## src/rtl/traffic_signal_timed_pkg.sv

```systemverilog
// Shared types and constants for the highway/country-road signal controller.
package traffic_signal_timed_pkg;

    typedef logic [2:0] state_t;
    typedef logic [1:0] lamp_t;

    // State codes; 6 and 7 are illegal and recover to S_HWY_GREEN.
    localparam state_t S_HWY_GREEN    = 3'd0;
    localparam state_t S_HWY_YELLOW   = 3'd1;
    localparam state_t S_ALLRED_TO_C  = 3'd2;
    localparam state_t S_CNTRY_GREEN  = 3'd3;
    localparam state_t S_CNTRY_YELLOW = 3'd4;
    localparam state_t S_ALLRED_TO_H  = 3'd5;

    localparam lamp_t LAMP_RED    = 2'b00;
    localparam lamp_t LAMP_YELLOW = 2'b01;
    localparam lamp_t LAMP_GREEN  = 2'b10;

    // Largest of the four phase lengths; sizes the phase timer.
    function automatic int unsigned max_of4(input int unsigned a, input int unsigned b,
                                            input int unsigned c, input int unsigned d);
        int unsigned m;
        m = a;
        if (b > m) m = b;
        if (c > m) m = c;
        if (d > m) m = d;
        return m;
    endfunction

endpackage

```

## src/rtl/traffic_signal_timed_phase_timer.sv

```systemverilog
// Saturating per-phase cycle counter: clear has priority over increment.
module traffic_signal_timed_phase_timer #(
    parameter int unsigned CNT_W = 4
) (
    input  logic             clk_i,
    input  logic             clr_i,
    input  logic             inc_i,
    output logic [CNT_W-1:0] count_o
);

    logic [CNT_W-1:0] count_q, count_d;

    // Next count: clear, else step unless already all-ones (no wrap into a false min-met).
    always_comb begin
        count_d = count_q;
        if (clr_i) begin
            count_d = '0;
        end else if (inc_i && (count_q != {CNT_W{1'b1}})) begin
            count_d = count_q + 1'b1;
        end
    end

    // Count register; reset is folded into clr_i by the caller.
    always_ff @(posedge clk_i) begin
        count_q <= count_d;
    end

    assign count_o = count_q;

endmodule

```

## src/rtl/traffic_signal_timed.sv

```systemverilog
// Moore traffic controller: highway green by default, country green on demand,
// yellow and all-red clearance between them, emergency preempt back to highway.
module traffic_signal_timed
    import traffic_signal_timed_pkg::*;
#(
    parameter int unsigned HWY_MIN_GREEN   = 4,
    parameter int unsigned YELLOW_TICKS    = 3,
    parameter int unsigned ALLRED_TICKS    = 1,
    parameter int unsigned CNTRY_MAX_GREEN = 8,
    parameter int unsigned CNT_W =
        $clog2(max_of4(HWY_MIN_GREEN, YELLOW_TICKS, ALLRED_TICKS, CNTRY_MAX_GREEN)) + 1
) (
    input  logic             clk,
    input  logic             reset,
    input  logic             x,
    input  logic             emerg,
    output logic [1:0]       hwy_signal,
    output logic [1:0]       cntry_road_signal,
    output logic [2:0]       state_out,
    output logic [2:0]       next_state_out,
    output logic [CNT_W-1:0] timer_out
);

    // Last timer value of each phase: the transition happens on the edge where timer hits it.
    localparam logic [CNT_W-1:0] HWY_LAST    = CNT_W'(HWY_MIN_GREEN - 1);
    localparam logic [CNT_W-1:0] YELLOW_LAST = CNT_W'(YELLOW_TICKS - 1);
    localparam logic [CNT_W-1:0] ALLRED_LAST = CNT_W'(ALLRED_TICKS - 1);
    localparam logic [CNT_W-1:0] CNTRY_LAST  = CNT_W'(CNTRY_MAX_GREEN - 1);

    state_t           state_q, state_d;
    logic [CNT_W-1:0] timer_q;
    logic             timer_clr;

    // Next-state selection in priority order; reset overrides every input.
    always_comb begin
        state_d = state_q;
        case (state_q)
            S_HWY_GREEN: begin
                if (!emerg && x && (timer_q >= HWY_LAST)) state_d = S_HWY_YELLOW;
            end
            S_HWY_YELLOW: begin
                if (emerg)                           state_d = S_HWY_GREEN;
                else if (timer_q == YELLOW_LAST)     state_d = S_ALLRED_TO_C;
            end
            S_ALLRED_TO_C: begin
                if (emerg)                           state_d = S_HWY_GREEN;
                else if (timer_q == ALLRED_LAST)     state_d = S_CNTRY_GREEN;
            end
            S_CNTRY_GREEN: begin
                if (emerg || !x || (timer_q == CNTRY_LAST)) state_d = S_CNTRY_YELLOW;
            end
            S_CNTRY_YELLOW: begin
                // Preempt never shortens the country yellow.
                if (timer_q == YELLOW_LAST)          state_d = S_ALLRED_TO_H;
            end
            S_ALLRED_TO_H: begin
                if (timer_q == ALLRED_LAST)          state_d = S_HWY_GREEN;
            end
            default: state_d = S_HWY_GREEN;
        endcase
        if (reset) state_d = S_HWY_GREEN;
    end

    // State register with synchronous reset.
    always_ff @(posedge clk) begin
        if (reset) state_q <= S_HWY_GREEN;
        else       state_q <= state_d;
    end

    assign timer_clr = reset || (state_d != state_q);

    traffic_signal_timed_phase_timer #(
        .CNT_W (CNT_W)
    ) u_phase_timer (
        .clk_i   (clk),
        .clr_i   (timer_clr),
        .inc_i   (1'b1),
        .count_o (timer_q)
    );

    // Lamp decode from the registered state only; illegal codes show all-red.
    always_comb begin
        hwy_signal        = LAMP_RED;
        cntry_road_signal = LAMP_RED;
        case (state_q)
            S_HWY_GREEN:    hwy_signal        = LAMP_GREEN;
            S_HWY_YELLOW:   hwy_signal        = LAMP_YELLOW;
            S_CNTRY_GREEN:  cntry_road_signal = LAMP_GREEN;
            S_CNTRY_YELLOW: cntry_road_signal = LAMP_YELLOW;
            default: ;
        endcase
    end

    assign state_out      = state_q;
    assign next_state_out = state_d;
    assign timer_out      = timer_q;

endmodule
```

## config.mk

```make
export PLATFORM = sky130hd
export DESIGN_NAME = traffic_signal_timed
export DESIGN_NICKNAME = d
export VERILOG_FILES = /design/src/rtl/traffic_signal_timed_pkg.sv /design/src/rtl/traffic_signal_timed_phase_timer.sv /design/src/rtl/traffic_signal_timed.sv
export SDC_FILE = /design/constraint.sdc
export NUM_CORES = 1
export LEC_CHECK = 0
export ABC_CLOCK_PERIOD_IN_PS = 5480
export CORE_AREA = 2 2 39 41
export CTS_CLUSTER_DIAMETER = 60
export DETAILED_ROUTE_END_ITERATION = 10
export DIE_AREA = 0 0 41 43
export PLACE_DENSITY = 0.72
export SLEW_MARGIN = 20
export SYNTH_ARGS = -nofsm -noshare
export SYNTH_HDL_FRONTEND = slang
export SYNTH_SLANG_ARGS = --single-unit
```

## constraint.sdc

```tcl
create_clock -name clk -period 5.48 [get_ports clk]
set_input_delay 0.822 -clock clk [delete_from_list [all_inputs] [get_ports clk]]
set_output_delay 0.822 -clock clk [all_outputs]
set_load 0.01 [all_outputs]
```

==> report_table.html <==
<table>
<tr><th>Metric</th><th>Value</th></tr>
<tr><th colspan="2">Status</th></tr>
<tr><td>Status</td><td>finished, final reports clean</td></tr>
<tr><th colspan="2">STA</th></tr>
<tr><td>Final min period</td><td>~3.6 ns</td></tr>
<tr><td>Share of the cycle needed by the critical path after routing</td><td>65.5%</td></tr>
<tr><td>Layout Skew</td><td>0.00451 ns</td></tr>
<tr><td>Number of endpoints with negative hold slack in the final report</td><td>0</td></tr>
<tr><td>Hold Worst Slack</td><td>0.601 ns</td></tr>
<tr><td>Slew at the pin closest to its max-slew limit</td><td>0.470 ns</td></tr>
<tr><td>Worst slew margin</td><td>68.3%</td></tr>
<tr><td>Setup Viol. Count Final</td><td>0</td></tr>
<tr><td>Max Clk Rate</td><td>279 MHz</td></tr>
<tr><td>Total Neg Setup Slack</td><td>0 ns</td></tr>
<tr><td>Number of slew-limit violations in the final report</td><td>0</td></tr>
<tr><td>Unrepaired setup endpoints after global routing</td><td>false</td></tr>
<tr><th colspan="2">Synthesis</th></tr>
<tr><td>Total of flip-flops plus latches after synthesis</td><td>7</td></tr>
<tr><td>Post-synthesis cell area</td><td>~550 um^2</td></tr>
<tr><td>Number of standard cells after synthesis</td><td>71</td></tr>
<tr><td>Yosys top cell by area</td><td>dfxtp_1</td></tr>
<tr><td>Post-synth net total</td><td>78</td></tr>
<tr><td>Top cell type's share of synthesized area</td><td>around a quarter</td></tr>
<tr><td>Number of unique standard cell types used by synthesis</td><td>30</td></tr>
<tr><td>Syn Area/Cell</td><td>7.81 um^2</td></tr>
<tr><td>Number of warnings printed during yosys synthesis</td><td>0</td></tr>
<tr><td>Register area share after synthesis</td><td>between 20 and 30%</td></tr>
<tr><td>Main area contributors after synthesis</td><td>dfxtp_1 (25%), nor3_1 (9.0%), ha_1 (6.8%)</td></tr>
<tr><th colspan="2">Clock tree</th></tr>
<tr><td>Hold Buf Count CTS</td><td>0</td></tr>
<tr><td>Post-cts repair resize count</td><td>0</td></tr>
<tr><td>H-tree depth reported by CTS</td><td>1</td></tr>
<tr><td>Number of buffers inserted during clock tree synthesis</td><td>3</td></tr>
<tr><td>Clock tree root driver cell</td><td>clkbuf_4</td></tr>
<tr><td>CTS tree</td><td>done</td></tr>
<tr><td>Clock sink total</td><td>7</td></tr>
<tr><td># Post-CTS Setup Buffers</td><td>0</td></tr>
<tr><td>Clock-pin slew of the registers on the worst-case setup and hold paths</td><td>~0.050 ns</td></tr>
<tr><td>Clock Tree Buf Depth</td><td>2</td></tr>
<tr><td>Clk_lat worst skew</td><td>approximately 0.25 ns</td></tr>
<tr><th colspan="2">Run</th></tr>
<tr><td>Max Cap Viol</td><td>0</td></tr>
<tr><th colspan="2">Worst setup path</th></tr>
<tr><td>Critical path start-end classification</td><td>input port to output port</td></tr>
<tr><td>Setup slack of the most critical reg-to-reg path</td><td>~3.4 ns</td></tr>
<tr><td>Critical R2R Capture</td><td>u_phase_timer.count_o[1]</td></tr>
<tr><td>Nature of the critical path endpoint</td><td>output port</td></tr>
<tr><td>Worst r2r path cells</td><td>8</td></tr>
<tr><td>Crit Path Max Fanout</td><td>4</td></tr>
<tr><td>Required time worst endpoint</td><td>4.66 ns</td></tr>
<tr><td>Startpoint of the worst register-to-register path</td><td>u_phase_timer.count_o[0]</td></tr>
<tr><td>Arrival time worst endpoint</td><td>2.77 ns</td></tr>
<tr><td>Kind of launch point of the worst setup path</td><td>input port</td></tr>
<tr><th colspan="2">Layout</th></tr>
<tr><td>Most common cell after layout, fill and taps aside</td><td>clkdlybuf4s50_1</td></tr>
<tr><td>Share of layout cells above drive strength 1</td><td>10.2%</td></tr>
<tr><td>Number of inserted filler cells in the final layout</td><td>152</td></tr>
<tr><td>Area Growth Syn to Fin</td><td>35.0%</td></tr>
<tr><td>Top library cells by usage in the layout, fill and taps aside</td><td>clkdlybuf4s50_1 (17), nor3_1 (10), dfxtp_1 (7), nand2_1 (6)</td></tr>
<tr><td>Post-layout net count</td><td>96</td></tr>
<tr><td>Diode insertion count for antenna repair</td><td>0</td></tr>
<tr><th colspan="2">Power</th></tr>
<tr><td>Worst vdd ir</td><td>0.217 mV</td></tr>
<tr><td>Leakage power</td><td>0.267 nW</td></tr>
<tr><td>Power density relative to cell area</td><td>222 mW/mm^2</td></tr>
<tr><th colspan="2">Place</th></tr>
<tr><td>Detailed placement HPWL</td><td>914 um</td></tr>
<tr><td>Global placer's final weighted congestion</td><td>~0.74</td></tr>
<tr><td>Port buffer count</td><td>17</td></tr>
<tr><th colspan="2">Detailed routing</th></tr>
<tr><td>Routed vias/inst</td><td>5.59</td></tr>
<tr><td>Drt drc</td><td>0</td></tr>
<tr><td>Antenna Violating Nets Remaining</td><td>0</td></tr>
<tr><td>Vias</td><td>581</td></tr>
<tr><td>Total length of routed wires</td><td>1190 um</td></tr>
<tr><td>Detailed-routing iteration count for the pre-antenna-repair pass</td><td>4</td></tr>
<tr><td>First DRT Iteration DRCs</td><td>8</td></tr>
<tr><td>Routed len/inst</td><td>between 10 and 15 um</td></tr>
<tr><th colspan="2">Global routing</th></tr>
<tr><td>Total global routing track utilization</td><td>16.5%</td></tr>
<tr><td>First-pass GRT wire length</td><td>1980 um</td></tr>
<tr><td>Number of antenna violations at the first check in global routing</td><td>0</td></tr>
<tr><td>Pin count of the biggest net entering global routing</td><td>17</td></tr>
<tr><td>Leftover overflow at the end of global routing</td><td>0</td></tr>
<tr><td>Vias in the first global route</td><td>483</td></tr>
<tr><th colspan="2">Floorplanning</th></tr>
<tr><td>Standard-cell row count</td><td>14</td></tr>
<tr><td>Die area</td><td>0.00176 mm^2</td></tr>
<tr><td>Die X-Extent</td><td>41 um</td></tr>
<tr><td>Starting density of the core</td><td>40.1%</td></tr>
<tr><td>IO Pins</td><td>18</td></tr>
<tr><td>Area of the core</td><td>0.00138 mm^2</td></tr>
<tr><td>Die Span Y</td><td>43 um</td></tr>
<tr><th colspan="2">Worst hold path</th></tr>
<tr><td>Destination of the worst hold path</td><td>u_phase_timer.count_o[1]</td></tr>
<tr><td>Hold path startpoint</td><td>u_phase_timer.count_o[1]</td></tr>
<tr><td>Worst min-delay path class</td><td>register to register</td></tr>
<tr><td>Hold depth</td><td>2</td></tr>
</table>
-- cells in the mapped netlist --
| master | count |
|---|---|
| or3b_4 | 1 |
| a211o_1 | 1 |
| xnor2_1 | 1 |
| nor3b_2 | 1 |
| clkbuf_1 | 3 |
| a2bb2oi_2 | 1 |
| o221ai_2 | 1 |
| nand2_1 | 6 |
| and2_1 | 2 |
| a21oi_1 | 5 |
| nand3b_1 | 2 |
| buf_6 | 1 |
| mux2_4 | 1 |
| a311o_1 | 1 |
| ha_1 | 3 |
| o311ai_0 | 1 |
| nand3_1 | 2 |
| or2_2 | 1 |
| dfxtp_1 | 7 |
| mux2i_1 | 1 |
| nor3_1 | 10 |
| nor2_1 | 4 |
| o211ai_1 | 1 |
| or2_1 | 1 |
| a21o_1 | 1 |
| inv_1 | 5 |
| a31oi_1 | 4 |
| nand4_1 | 1 |
| and3_1 | 1 |
| o21ai_0 | 1 |
-- cell families (layout without fill, tap and decap cells) --
family,after synthesis,in the layout,synth area share (%)
DFF,7,7,25.3
AOI/OAI and AO/OA,17,17,23.0
muxes,2,2,4.51
and+or+nand+nor,32,32,31.4
buffers and inverters,9,26,7.45
xor gates and xnor gates,1,1,1.58
adders and majority gates,3,3,6.77
-- report_power, final --
part | internal [mW] | leakage, nW | switching (mW)
sequential | 0.0555 | 0.0570 | 0.00854
clock | 0.0278 | 0.0150 | 0.0186
combinational | 0.0311 | 0.195 | 0.0244
total | 0.114 | 0.267 | 0.0516
-- per-layer routing --
layer	routed length (um)	track usage, %	up-vias
met3	95	7.85	0
met5	0	0	-
met4	0	4.00	0
li1	-	-	291
met1	535	20.2	270
met2	555	25.3	20
-- layout make-up --
cell class                      instances  area (um^2)  share of cell area [%]
Clock buffer                            4         26.3                    3.51
Timing Repair Buffer                   17          170                    22.7
Tap cell                               16         20.0                    2.68
Multi-Input combinational cell         55          373                    49.8
Inverter                                5         18.8                    2.51
Sequential cell                         7          140                    18.7
-- worst max-delay path by stage --
stage                     startpoint                 to  cells past startpoint
after floorplan                emerg  next_state_out[0]                      5
after global placement         emerg  next_state_out[0]                      7
after detailed placement       emerg  next_state_out[0]                      7
after CTS                      emerg  next_state_out[0]                      7
after global routing           emerg  next_state_out[0]                      7
final                          emerg  next_state_out[0]                      7
-- sequential cells by signal (all words and copies together), names as in the netlist --
| name | count |
|---|---|
| state_out | 3 |
| u_phase_timer.count_o | 4 |
-- per-stage QoR --
| step | instance area [um^2] | util (%) | instances | power, mW | worst slack (ns) |
|---|---|---|---|---|---|
| floorplan | 554 | - | 71 | 0.102 | 2.86 |
| global placement | 722 | 52.2 | 100 | 0.120 | 1.90 |
| detailed placement | 722 | 52.2 | 100 | 0.121 | 1.89 |
| CTS | 748 | 54.1 | 104 | 0.169 | 1.88 |
| global route | 748 | 54.1 | 104 | 0.179 | 1.78 |
| finish | 748 | 54.1 | 104 | 0.166 | 1.89 |
-- critical path: stages --
cell and delay (ns):
clkdlybuf4s50_1 0.43, or2_1 0.30, a2bb2oi_2 0.15, a211o_1 0.30, o221ai_2 0.09, and2_1 0.16
clkdlybuf4s50_1 0.52
(Power assumes the default switching activity.)
